**config.mk**
```make
export PLATFORM = sky130hd
export DESIGN_NAME = mem_stage_flat
export DESIGN_NICKNAME = d
export VERILOG_FILES = /design/src/rtl/mem_stage_if.sv /design/src/rtl/mem_stage.sv /design/src/flat_wrapper.sv
export SDC_FILE = /design/constraint.sdc
export NUM_CORES = 1
export LEC_CHECK = 0
export CORE_UTILIZATION = 51
export CTS_CLUSTER_SIZE = 10
export DETAILED_ROUTE_END_ITERATION = 8
export PLACE_DENSITY = 0.86
export RECOVER_POWER = 100
export SYNTH_ARGS = -nofsm -noshare
export SYNTH_HDL_FRONTEND = slang
export SYNTH_SLANG_ARGS = --single-unit
```
**constraint.sdc**
```tcl
create_clock -name clock -period 3.14 [get_ports clock]
set_input_delay 0.628 -clock clock [delete_from_list [all_inputs] [get_ports clock]]
set_output_delay 0.628 -clock clock [all_outputs]
set_load 0.02 [all_outputs]
```
**src/rtl/mem_stage_if.sv**
```systemverilog
// Data-memory request/response bus between the MEM stage (master) and the memory (slave).
// Request side is valid/grant: the master holds req and payload until gnt; rvalid returns load data.
interface mem_stage_if #(
    parameter int XLEN = 32
);
    logic            dmem_req;
    logic            dmem_we;
    logic [XLEN-1:0] dmem_addr;
    logic [3:0]      dmem_be;
    logic [XLEN-1:0] dmem_wdata;
    logic            dmem_gnt;
    logic            dmem_rvalid;
    logic [XLEN-1:0] dmem_rdata;

    modport master (
        output dmem_req, dmem_we, dmem_addr, dmem_be, dmem_wdata,
        input  dmem_gnt, dmem_rvalid, dmem_rdata
    );

    modport slave (
        input  dmem_req, dmem_we, dmem_addr, dmem_be, dmem_wdata,
        output dmem_gnt, dmem_rvalid, dmem_rdata
    );
endinterface

```
**src/rtl/mem_stage.sv**
```systemverilog
// Pipeline MEM stage: forms byte enables/store lanes, runs the dmem handshake, extends load data.
// Latency: non-mem 1 edge; store >= 3 edges; load >= 4 edges (gnt and rvalid dependent).
// Backpressure: stall_in freezes output registers; stall_out holds stages 1-3 while an access is busy.
module mem_stage #(
    parameter int XLEN  = 32,
    parameter int REG_W = 5
) (
    input  logic             clock,
    input  logic             reset_n,
    input  logic             stall_in,
    output logic             stall_out,
    input  logic             valid_in,
    input  logic [1:0]       mem_op,
    input  logic [1:0]       mem_size,
    input  logic             mem_unsigned,
    input  logic [XLEN-1:0]  eval,
    input  logic [XLEN-1:0]  store_data,
    input  logic [REG_W-1:0] rd_in,
    mem_stage_if.master      dmem,
    output logic             valid_out,
    output logic [XLEN-1:0]  result,
    output logic [REG_W-1:0] rd_out,
    output logic             misaligned
);

    localparam logic [1:0] IDLE = 2'd0;
    localparam logic [1:0] REQ  = 2'd1;
    localparam logic [1:0] RESP = 2'd2;
    localparam logic [1:0] DONE = 2'd3;

    localparam logic [1:0] OP_LOAD  = 2'b01;
    localparam logic [1:0] OP_STORE = 2'b10;
    localparam logic [1:0] SZ_BYTE  = 2'b00;
    localparam logic [1:0] SZ_HALF  = 2'b01;

    logic [1:0]       state;
    logic             req_q;
    logic             we_q;
    logic [XLEN-1:0]  addr_q;
    logic [3:0]       be_q;
    logic [XLEN-1:0]  wdata_q;
    logic [1:0]       lo_q;
    logic [1:0]       size_q;
    logic             uns_q;
    logic [XLEN-1:0]  buf_q;
    logic [REG_W-1:0] rd_q;

    logic             is_mem;
    logic             mis_c;
    logic [3:0]       be_c;
    logic [XLEN-1:0]  wdata_c;
    logic [7:0]       ld_byte;
    logic [15:0]      ld_half;
    logic [XLEN-1:0]  load_ext;

    assign dmem.dmem_req   = req_q;
    assign dmem.dmem_we    = we_q;
    assign dmem.dmem_addr  = addr_q;
    assign dmem.dmem_be    = be_q;
    assign dmem.dmem_wdata = wdata_q;

    assign stall_out = stall_in | (state != IDLE);

    // Reserved op 2'b11 falls through as a non-memory instruction.
    assign is_mem = (mem_op == OP_LOAD) || (mem_op == OP_STORE);
    // Size 2'b11 is handled as a word everywhere.
    assign mis_c  = ((mem_size == SZ_HALF) && eval[0]) || (mem_size[1] && (eval[1:0] != 2'b00));

    always_comb begin
        be_c    = 4'b1111;
        wdata_c = store_data;
        case (mem_size)
            SZ_BYTE: begin
                be_c    = 4'b0001 << eval[1:0];
                wdata_c = {4{store_data[7:0]}};
            end
            SZ_HALF: begin
                be_c    = 4'b0011 << {eval[1], 1'b0};
                wdata_c = {2{store_data[15:0]}};
            end
            default: begin
                be_c    = 4'b1111;
                wdata_c = store_data;
            end
        endcase
    end

    always_comb begin
        ld_byte = dmem.dmem_rdata[7:0];
        case (lo_q)
            2'd0:    ld_byte = dmem.dmem_rdata[7:0];
            2'd1:    ld_byte = dmem.dmem_rdata[15:8];
            2'd2:    ld_byte = dmem.dmem_rdata[23:16];
            default: ld_byte = dmem.dmem_rdata[31:24];
        endcase
        ld_half = lo_q[1] ? dmem.dmem_rdata[31:16] : dmem.dmem_rdata[15:0];
        case (size_q)
            SZ_BYTE: load_ext = {{(XLEN-8){~uns_q & ld_byte[7]}}, ld_byte};
            SZ_HALF: load_ext = {{(XLEN-16){~uns_q & ld_half[15]}}, ld_half};
            default: load_ext = dmem.dmem_rdata;
        endcase
    end

    always_ff @(posedge clock or negedge reset_n) begin
        if (!reset_n) begin
            state      <= IDLE;
            req_q      <= 1'b0;
            we_q       <= 1'b0;
            addr_q     <= '0;
            be_q       <= 4'b0000;
            wdata_q    <= '0;
            lo_q       <= 2'b00;
            size_q     <= 2'b00;
            uns_q      <= 1'b0;
            buf_q      <= '0;
            rd_q       <= '0;
            valid_out  <= 1'b0;
            result     <= '0;
            rd_out     <= '0;
            misaligned <= 1'b0;
        end else begin
            case (state)
                IDLE: begin
                    if (!stall_in) begin
                        if (!valid_in || !is_mem) begin
                            valid_out  <= valid_in;
                            result     <= eval;
                            rd_out     <= rd_in;
                            misaligned <= 1'b0;
                        end else if (mis_c) begin
                            valid_out  <= 1'b1;
                            result     <= eval;
                            rd_out     <= rd_in;
                            misaligned <= 1'b1;
                        end else begin
                            req_q      <= 1'b1;
                            we_q       <= (mem_op == OP_STORE);
                            addr_q     <= {eval[XLEN-1:2], 2'b00};
                            be_q       <= be_c;
                            wdata_q    <= wdata_c;
                            lo_q       <= eval[1:0];
                            size_q     <= mem_size;
                            uns_q      <= mem_unsigned;
                            // Stores report the address as their result; loads overwrite this in RESP.
                            buf_q      <= eval;
                            rd_q       <= rd_in;
                            valid_out  <= 1'b0;
                            misaligned <= 1'b0;
                            state      <= REQ;
                        end
                    end
                end
                REQ: begin
                    if (dmem.dmem_gnt) begin
                        req_q <= 1'b0;
                        state <= we_q ? DONE : RESP;
                    end
                end
                RESP: begin
                    if (dmem.dmem_rvalid) begin
                        buf_q <= load_ext;
                        state <= DONE;
                    end
                end
                DONE: begin
                    if (!stall_in) begin
                        valid_out <= 1'b1;
                        result    <= buf_q;
                        rd_out    <= rd_q;
                        state     <= IDLE;
                    end
                end
                default: state <= IDLE;
            endcase
        end
    end

endmodule

```
**src/flat_wrapper.sv**
```systemverilog
// flat-port wrapper written by rule: the top's interface ports become plain ports
module mem_stage_flat 
#(
    parameter int XLEN  = 32,
    parameter int REG_W = 5
)
  (clock, reset_n, stall_in, stall_out, valid_in, mem_op, mem_size, mem_unsigned, eval, store_data, rd_in, valid_out, result, rd_out, misaligned, dmem_dmem_req, dmem_dmem_we, dmem_dmem_addr, dmem_dmem_be, dmem_dmem_wdata, dmem_dmem_gnt, dmem_dmem_rvalid, dmem_dmem_rdata);
  mem_stage_if #(.XLEN(XLEN)) dmem_i ();
  input  logic clock;
  input  logic reset_n;
  input  logic stall_in;
  output logic stall_out;
  input  logic valid_in;
  input  logic [1:0] mem_op;
  input  logic [1:0] mem_size;
  input  logic mem_unsigned;
  input  logic [XLEN-1:0] eval;
  input  logic [XLEN-1:0] store_data;
  input  logic [REG_W-1:0] rd_in;
  output logic valid_out;
  output logic [XLEN-1:0] result;
  output logic [REG_W-1:0] rd_out;
  output logic misaligned;
  output wire logic [$bits(dmem_i.dmem_req)-1:0] dmem_dmem_req;
  output wire logic [$bits(dmem_i.dmem_we)-1:0] dmem_dmem_we;
  output wire logic [$bits(dmem_i.dmem_addr)-1:0] dmem_dmem_addr;
  output wire logic [$bits(dmem_i.dmem_be)-1:0] dmem_dmem_be;
  output wire logic [$bits(dmem_i.dmem_wdata)-1:0] dmem_dmem_wdata;
  input wire logic [$bits(dmem_i.dmem_gnt)-1:0] dmem_dmem_gnt;
  input wire logic [$bits(dmem_i.dmem_rvalid)-1:0] dmem_dmem_rvalid;
  input wire logic [$bits(dmem_i.dmem_rdata)-1:0] dmem_dmem_rdata;
  assign dmem_dmem_req = dmem_i.dmem_req;
  assign dmem_dmem_we = dmem_i.dmem_we;
  assign dmem_dmem_addr = dmem_i.dmem_addr;
  assign dmem_dmem_be = dmem_i.dmem_be;
  assign dmem_dmem_wdata = dmem_i.dmem_wdata;
  assign dmem_i.dmem_gnt = dmem_dmem_gnt;
  assign dmem_i.dmem_rvalid = dmem_dmem_rvalid;
  assign dmem_i.dmem_rdata = dmem_dmem_rdata;
  mem_stage #(.XLEN(XLEN), .REG_W(REG_W)) u_core (.clock(clock), .reset_n(reset_n), .stall_in(stall_in), .stall_out(stall_out), .valid_in(valid_in), .mem_op(mem_op), .mem_size(mem_size), .mem_unsigned(mem_unsigned), .eval(eval), .store_data(store_data), .rd_in(rd_in), .dmem(dmem_i), .valid_out(valid_out), .result(result), .rd_out(rd_out), .misaligned(misaligned));
endmodule
```
# Word-level counts from Yosys, hierarchy flattened

Index checks and enable logic that the tools add are counted.
W data, S select, Z words.

Latch bits: 0
RAM bits: 0
Flip-flop bits (word level): 151
Memory bits (read-only): 0
Word-level logic and storage cells: 102
Memories: 0

Div/mod/pow operators: 0
Mux-type cells: 39
Shift-type cells: 2
$add $sub $neg: 0
Bitwise gates (word level): 7
Equal/unequal tests: 16
$mul: 0
Reductions and logical operators: 23
Order comparisons: 0

Operators by type and width:

| kind                  | count |
|---|---|
| $mux W32              | 8 |
| $pmux W32 S2          | 4 |
| $pmux W8 S3           | 1 |
| $mux W5               | 4 |
| $mux W16              | 1 |
| $mux W2               | 6 |
| $ne A2 B2 Y1 const B  | 6 |
| $eq A2 B1 Y1 const B  | 5 |
| $mux W1               | 10 |
| $pmux W5 S2           | 1 |
| $reduce_and A5 Y1     | 2 |
| $reduce_bool A2 Y1    | 5 |
| $eq A2 B2 Y1 const B  | 4 |
| $logic_not A2 Y1      | 4 |
| $pmux W2 S4           | 1 |
| $pmux W4 S2           | 1 |
| $reduce_and A4 Y1     | 2 |
| $reduce_and A6 Y1     | 1 |
| $not A1 Y1            | 4 |
| $pmux W1 S2           | 2 |
| $shl A1 B2 Y4 const A | 1 |
| $shl A2 B2 Y4 const A | 1 |
| $logic_or A1 B1 Y1    | 3 |
| $ne A3 B1 Y1 const B  | 1 |
| 6 further kinds       | 9 |

# Longest topological paths before layout

Depth after elaboration: 7
Mapped depth: 9
Depth with buffers taken out: 7

# Worst setup path before layout

No wires, ideal clock.

Kind: input to register
Start point: input port mem_op[0]
End point: register u_core.buf_q[8]
Library setup time: 124 ps
Data required time: 3016 ps
Arrival: 2147 ps
Path slack: 869 ps
Cell stages on the path: 8
Path through: inv_1 > ha_1 > and4bb_1 > nand3_2 > a22o_1 > buf_6 > buf_6 > a211o_1

Word-level cells in the longest chain between the ends: 6

RTL lines:

| what                                         | RTL line           | RTL |
|---|---|---|
| start, declared                              | flat_wrapper.sv:14 | `input logic [1:0] mem_op;` |
| $eq A2 B1 Y1 or $eq A2 B2 Y1 (tied branches) | mem_stage.sv:65    | `assign is_mem = (mem_op == OP_LOAD) \|\| (mem_op == OP_STORE);` |
| $logic_or A1 B1 Y1 *                         | mem_stage.sv:65    |  |
| $logic_not A1 Y1 *                           | mem_stage.sv:125   | `if (!valid_in \|\| !is_mem) begin` |
| $logic_or A1 B1 Y1 *                         | mem_stage.sv:125   |  |
| $ne A2 B2 Y1 (no source line) *              | -                  |  |
| $reduce_and A5 Y1 (no source line) *         | -                  |  |
| end signal, assigned                         | mem_stage.sv:145   | `buf_q <= eval;` |
| end signal, assigned                         | mem_stage.sv:161   | `buf_q <= load_ext;` |
| end, declared                                | mem_stage.sv:45    | `logic [XLEN-1:0] buf_q;` |

Mark *: on every way between the ends. The rest lies on a longest branch, timed or not.
A chain may end at the register's enable or synchronous reset.

# Final worst setup path

Start point: input port stall_in
End point: output port stall_out

Word-level cells in the longest chain between the ends: 1

RTL lines:

| what            | RTL line           | RTL |
|---|---|---|
| start, declared | flat_wrapper.sv:11 | `input logic stall_in;` |
| $or A1 B1 Y1    | mem_stage.sv:62    | `assign stall_out = stall_in \| (state != IDLE);` |
| end, declared   | flat_wrapper.sv:12 | `output logic stall_out;` |

No other way between the ends.

==> results.sh <==
export IMPL_outcome="finished, violations left"
export IMPL_violations="capacitance limit, slew limit"
export IMPL_routedWlPerCell_um=17.88
export IMPL_drive_above_1_share_pct=11.05
export IMPL_num_vias=6131
export IMPL_cp_max_fo=5
export IMPL_dieArea_sq_um=14730
export IMPL_pwr_share_comb_pct=46.3
export IMPL_cts_hold_buf=0
export IMPL_final_area_sq_um=10230
export IMPL_core_sq_um=13880
export IMPL_io_pins=222
export IMPL_synth_top_area_share_pct=51.99
export IMPL_finalHoldViolCount=0
export IMPL_rsz0062_at_grt="no"
export IMPL_grt_pass1_vias=6087
export IMPL_ys_types=45
export IMPL_grt_pass1_wl_um=31620
export IMPL_syn_to_final_growth_pct=40.80
export IMPL_clock_power_share_pct=20.4
export IMPL_hold_path_class="reg2reg"
export IMPL_clk_latency_ns=0.42
export IMPL_cts_resized_gates=0
export IMPL_numCtsBuffers=17
export IMPL_cts_path_max_buffers=2
export IMPL_multiInputGateArea_sq_um=3239
export IMPL_placed_cell_area_sq_um=9652
export IMPL_p_sw_mw=3.986
export IMPL_synth_area_sq_um=7268
export IMPL_ys_seq_area_share_pct=51.99
export IMPL_path_clk_slew_ns=0.06
export IMPL_drtPass1Iterations=5
export IMPL_worstMarginPinSlew_ns=1.615
export IMPL_wl_um=19560
export IMPL_intPower_mw=6.243
export IMPL_seq_area_sq_um=3779
export IMPL_irDropWorstVdd_v=0.0007783
export IMPL_synth_edf_count=0
export IMPL_setup_viol=0
export IMPL_fin_worst_skew_ns=0.007870
export IMPL_critPathArrivalTime_ns=2.12
export IMPL_antenna_cells=0
export IMPL_io_buffers=219
export IMPL_synth_ff_type="dfrtp_1"
export IMPL_die_y_um=121.4
export IMPL_synth_seq_cells=151
export IMPL_antenna_found_initial=0
export IMPL_hpwl_um=13730
export IMPL_fin_nets=1019
export IMPL_max_freq_mhz=363.8
export IMPL_min_period_ns=2.749
export IMPL_cp_start_kind="input pin"
export IMPL_synth_area_leaders="dfrtp_1 52%, mux2i_1 9.1%, mux2_2 7.6%"
export IMPL_nFillCells=1000
export IMPL_htree_levels=4
export IMPL_drc_errors=0
export IMPL_chipWidth_um=121.4
export IMPL_power_leakage_nw=4.645
export IMPL_viasPerCell=5.604
export IMPL_crit_required_ns=2.51
export IMPL_timing_final_crit_share_pct=87.55
export IMPL_cap_violations=1
export IMPL_grt_max_degree=107
export IMPL_root_buffer="clkbuf_16"
export IMPL_rows=43
export IMPL_ant_nets=0
export IMPL_synth_warnings=0
export IMPL_initial_utilization_pct=52.36
export IMPL_clock_sinks=151
export IMPL_cts_tree="done"
export IMPL_switching_share_pct=38.97
export IMPL_report_final_slew_viol_count=65
export IMPL_netlist_instances=700
export IMPL_gr_total_overflow=0
export IMPL_power_frac_seq_pct=33.2
export IMPL_synth_top_area_cell="dfrtp_1"
export IMPL_cts_setup_buffers=0
export IMPL_gp_congestion=0.8803
export IMPL_async_reset_ff_share_pct=100.0
export IMPL_endpoint_kind="primary output"
export IMPL_power_density_nw_per_um2=999.6
export IMPL_slew_headroom_pct=-7.696
export IMPL_grtUsageTotal_pct=28.00
export IMPL_drtIter0Drc=367
export IMPL_synth_avg_cell_area_sq_um=10.38
export IMPL_tns_ns=0
export IMPL_critical_path_class="in2out"
==> worst max-delay path: stages <==
cell and delay, ns:
clkdlybuf4s50_1 0.56, inv_1 0.11, nand2_1 0.12, dlygate4sd3_1 0.70
==> metal layers <==
layer | GRT usage [%] | share of wire [%] | up-vias
li1 | - | - | 2889
met3 | 8.083 | 7.5 | 28
met5 | 0 | 0 | -
met2 | 45.70 | 48 | 218
met4 | 10.26 | 1.9 | 0
met1 | 35.21 | 42 | 2996
==> placed cells by master (no fill, tap or decap), drive strengths merged, types with 3 or more instances in the layout <==
master and n:
mux2i 66, o21ai 98, o32a 4, a22oi 3, nor3b 4, mux2 49, inv 18, nand2 115
o2bb2ai 16, buf 12, dfrtp 151, clkdlybuf4s50 108, a2bb2oi 4, clkinvlp 3, nor2 27, a311oi 6
dlygate4sd3 110, ha 5, a31oi 11, clkbuf 22, a21o 6, a211oi 3, nor3 3, o21a 6
a22o 6, a21oi 15, bufinv 3, clkinv 4, nand2b 7, nor2b 9
==> synth_stat cells (all sizes together) (2+ instances only) <==
cell	instances
o2bb2ai	16
nor2	27
o32a	4
a311oi	6
o21ai	98
nand2	115
buf	13
nor2b	9
a211o	2
a31oi	11
inv	16
nor3	3
a22oi	3
a2bb2oi	4
a221oi	2
a22o	6
a211oi	3
mux2	49
o21a	6
nand2b	7
ha	5
a311o	2
a21oi	15
mux2i	66
a21o	6
nor3b	4
clkbuf	38
dfrtp	151
==> state kept, by name, indices dropped and copies added (netlist names), 2 cells and up <==
name	flops
u_core.buf_q	32
u_core.dmem.dmem_addr	30
u_core.dmem.dmem_be	4
u_core.dmem.dmem_wdata	32
u_core.lo_q	2
u_core.rd_out	5
u_core.rd_q	5
u_core.result	32
u_core.size_q	2
u_core.state	2
==> through the flow <==
step                      setup slack [ns]  util [%]  cells  total power, mW  hold slack, ns
after floorplan                     0.8690         -    701            6.282          0.3324
after detailed placement            0.1002     69.53   1063            8.409          0.4692
final                               0.3909     73.72   1094            10.23          0.4697
after global placement              0.1930     69.53   1063            8.233          0.4593
after CTS                           0.4632     73.88   1094            10.56          0.2149
after global routing                0.2964     73.72   1094            10.92          0.4871
==> logic make-up (layout without fill, tap and decap cells) <==
kind of cell	Yosys count	count (layout)	synth area share [%]
compound gates	192	192	16.73
fa+ha+maj	5	5	0.8607
buf+inv	67	280	3.839
flops	151	151	51.99
mux	115	115	16.68
other cells	1	2	0.05159
simple gates	169	169	9.847
==> power groups by stage <==
stage | sequential (mW) | clock (mW) | combinational, mW
after global routing | 3.52 | 2.21 | 5.20
after floorplan | 4.08 | 0 | 2.20
after detailed placement | 3.45 | 0 | 4.96
after CTS | 3.43 | 2.11 | 5.02
after global placement | 3.41 | 0 | 4.83
final | 3.40 | 2.09 | 4.74
==> cell type report <==
class | count | area share, %
multi-input cells | 483 | 31.65
inverters | 16 | 0.5869
well taps | 180 | 2.201
clock inverters | 12 | 1.467
flip-flops and latches | 151 | 36.92
clock buffers | 19 | 4.426
repair buffers | 233 | 22.74
==> path summary, 6_finish.rpt <==
path / startpoint / end / slack [ns] / depth (start not counted)
setup reg to reg: u_core.state[0] / u_core.buf_q[9] / 0.70 / 7
hold / removal: u_core.dmem.dmem_be[1] / u_core.dmem.dmem_be[1] / 0.47 / 2
hold reg to reg: u_core.dmem.dmem_be[1] / u_core.dmem.dmem_be[1] / 0.47 / 2
setup / recovery: stall_in / stall_out / 0.39 / 4
min in group asynchronous: reset_n / u_core.buf_q[5] / 0.61 / 1
max in group asynchronous: reset_n / u_core.rd_out[0] / 0.78 / 2
(Power assumes the default switching activity.)
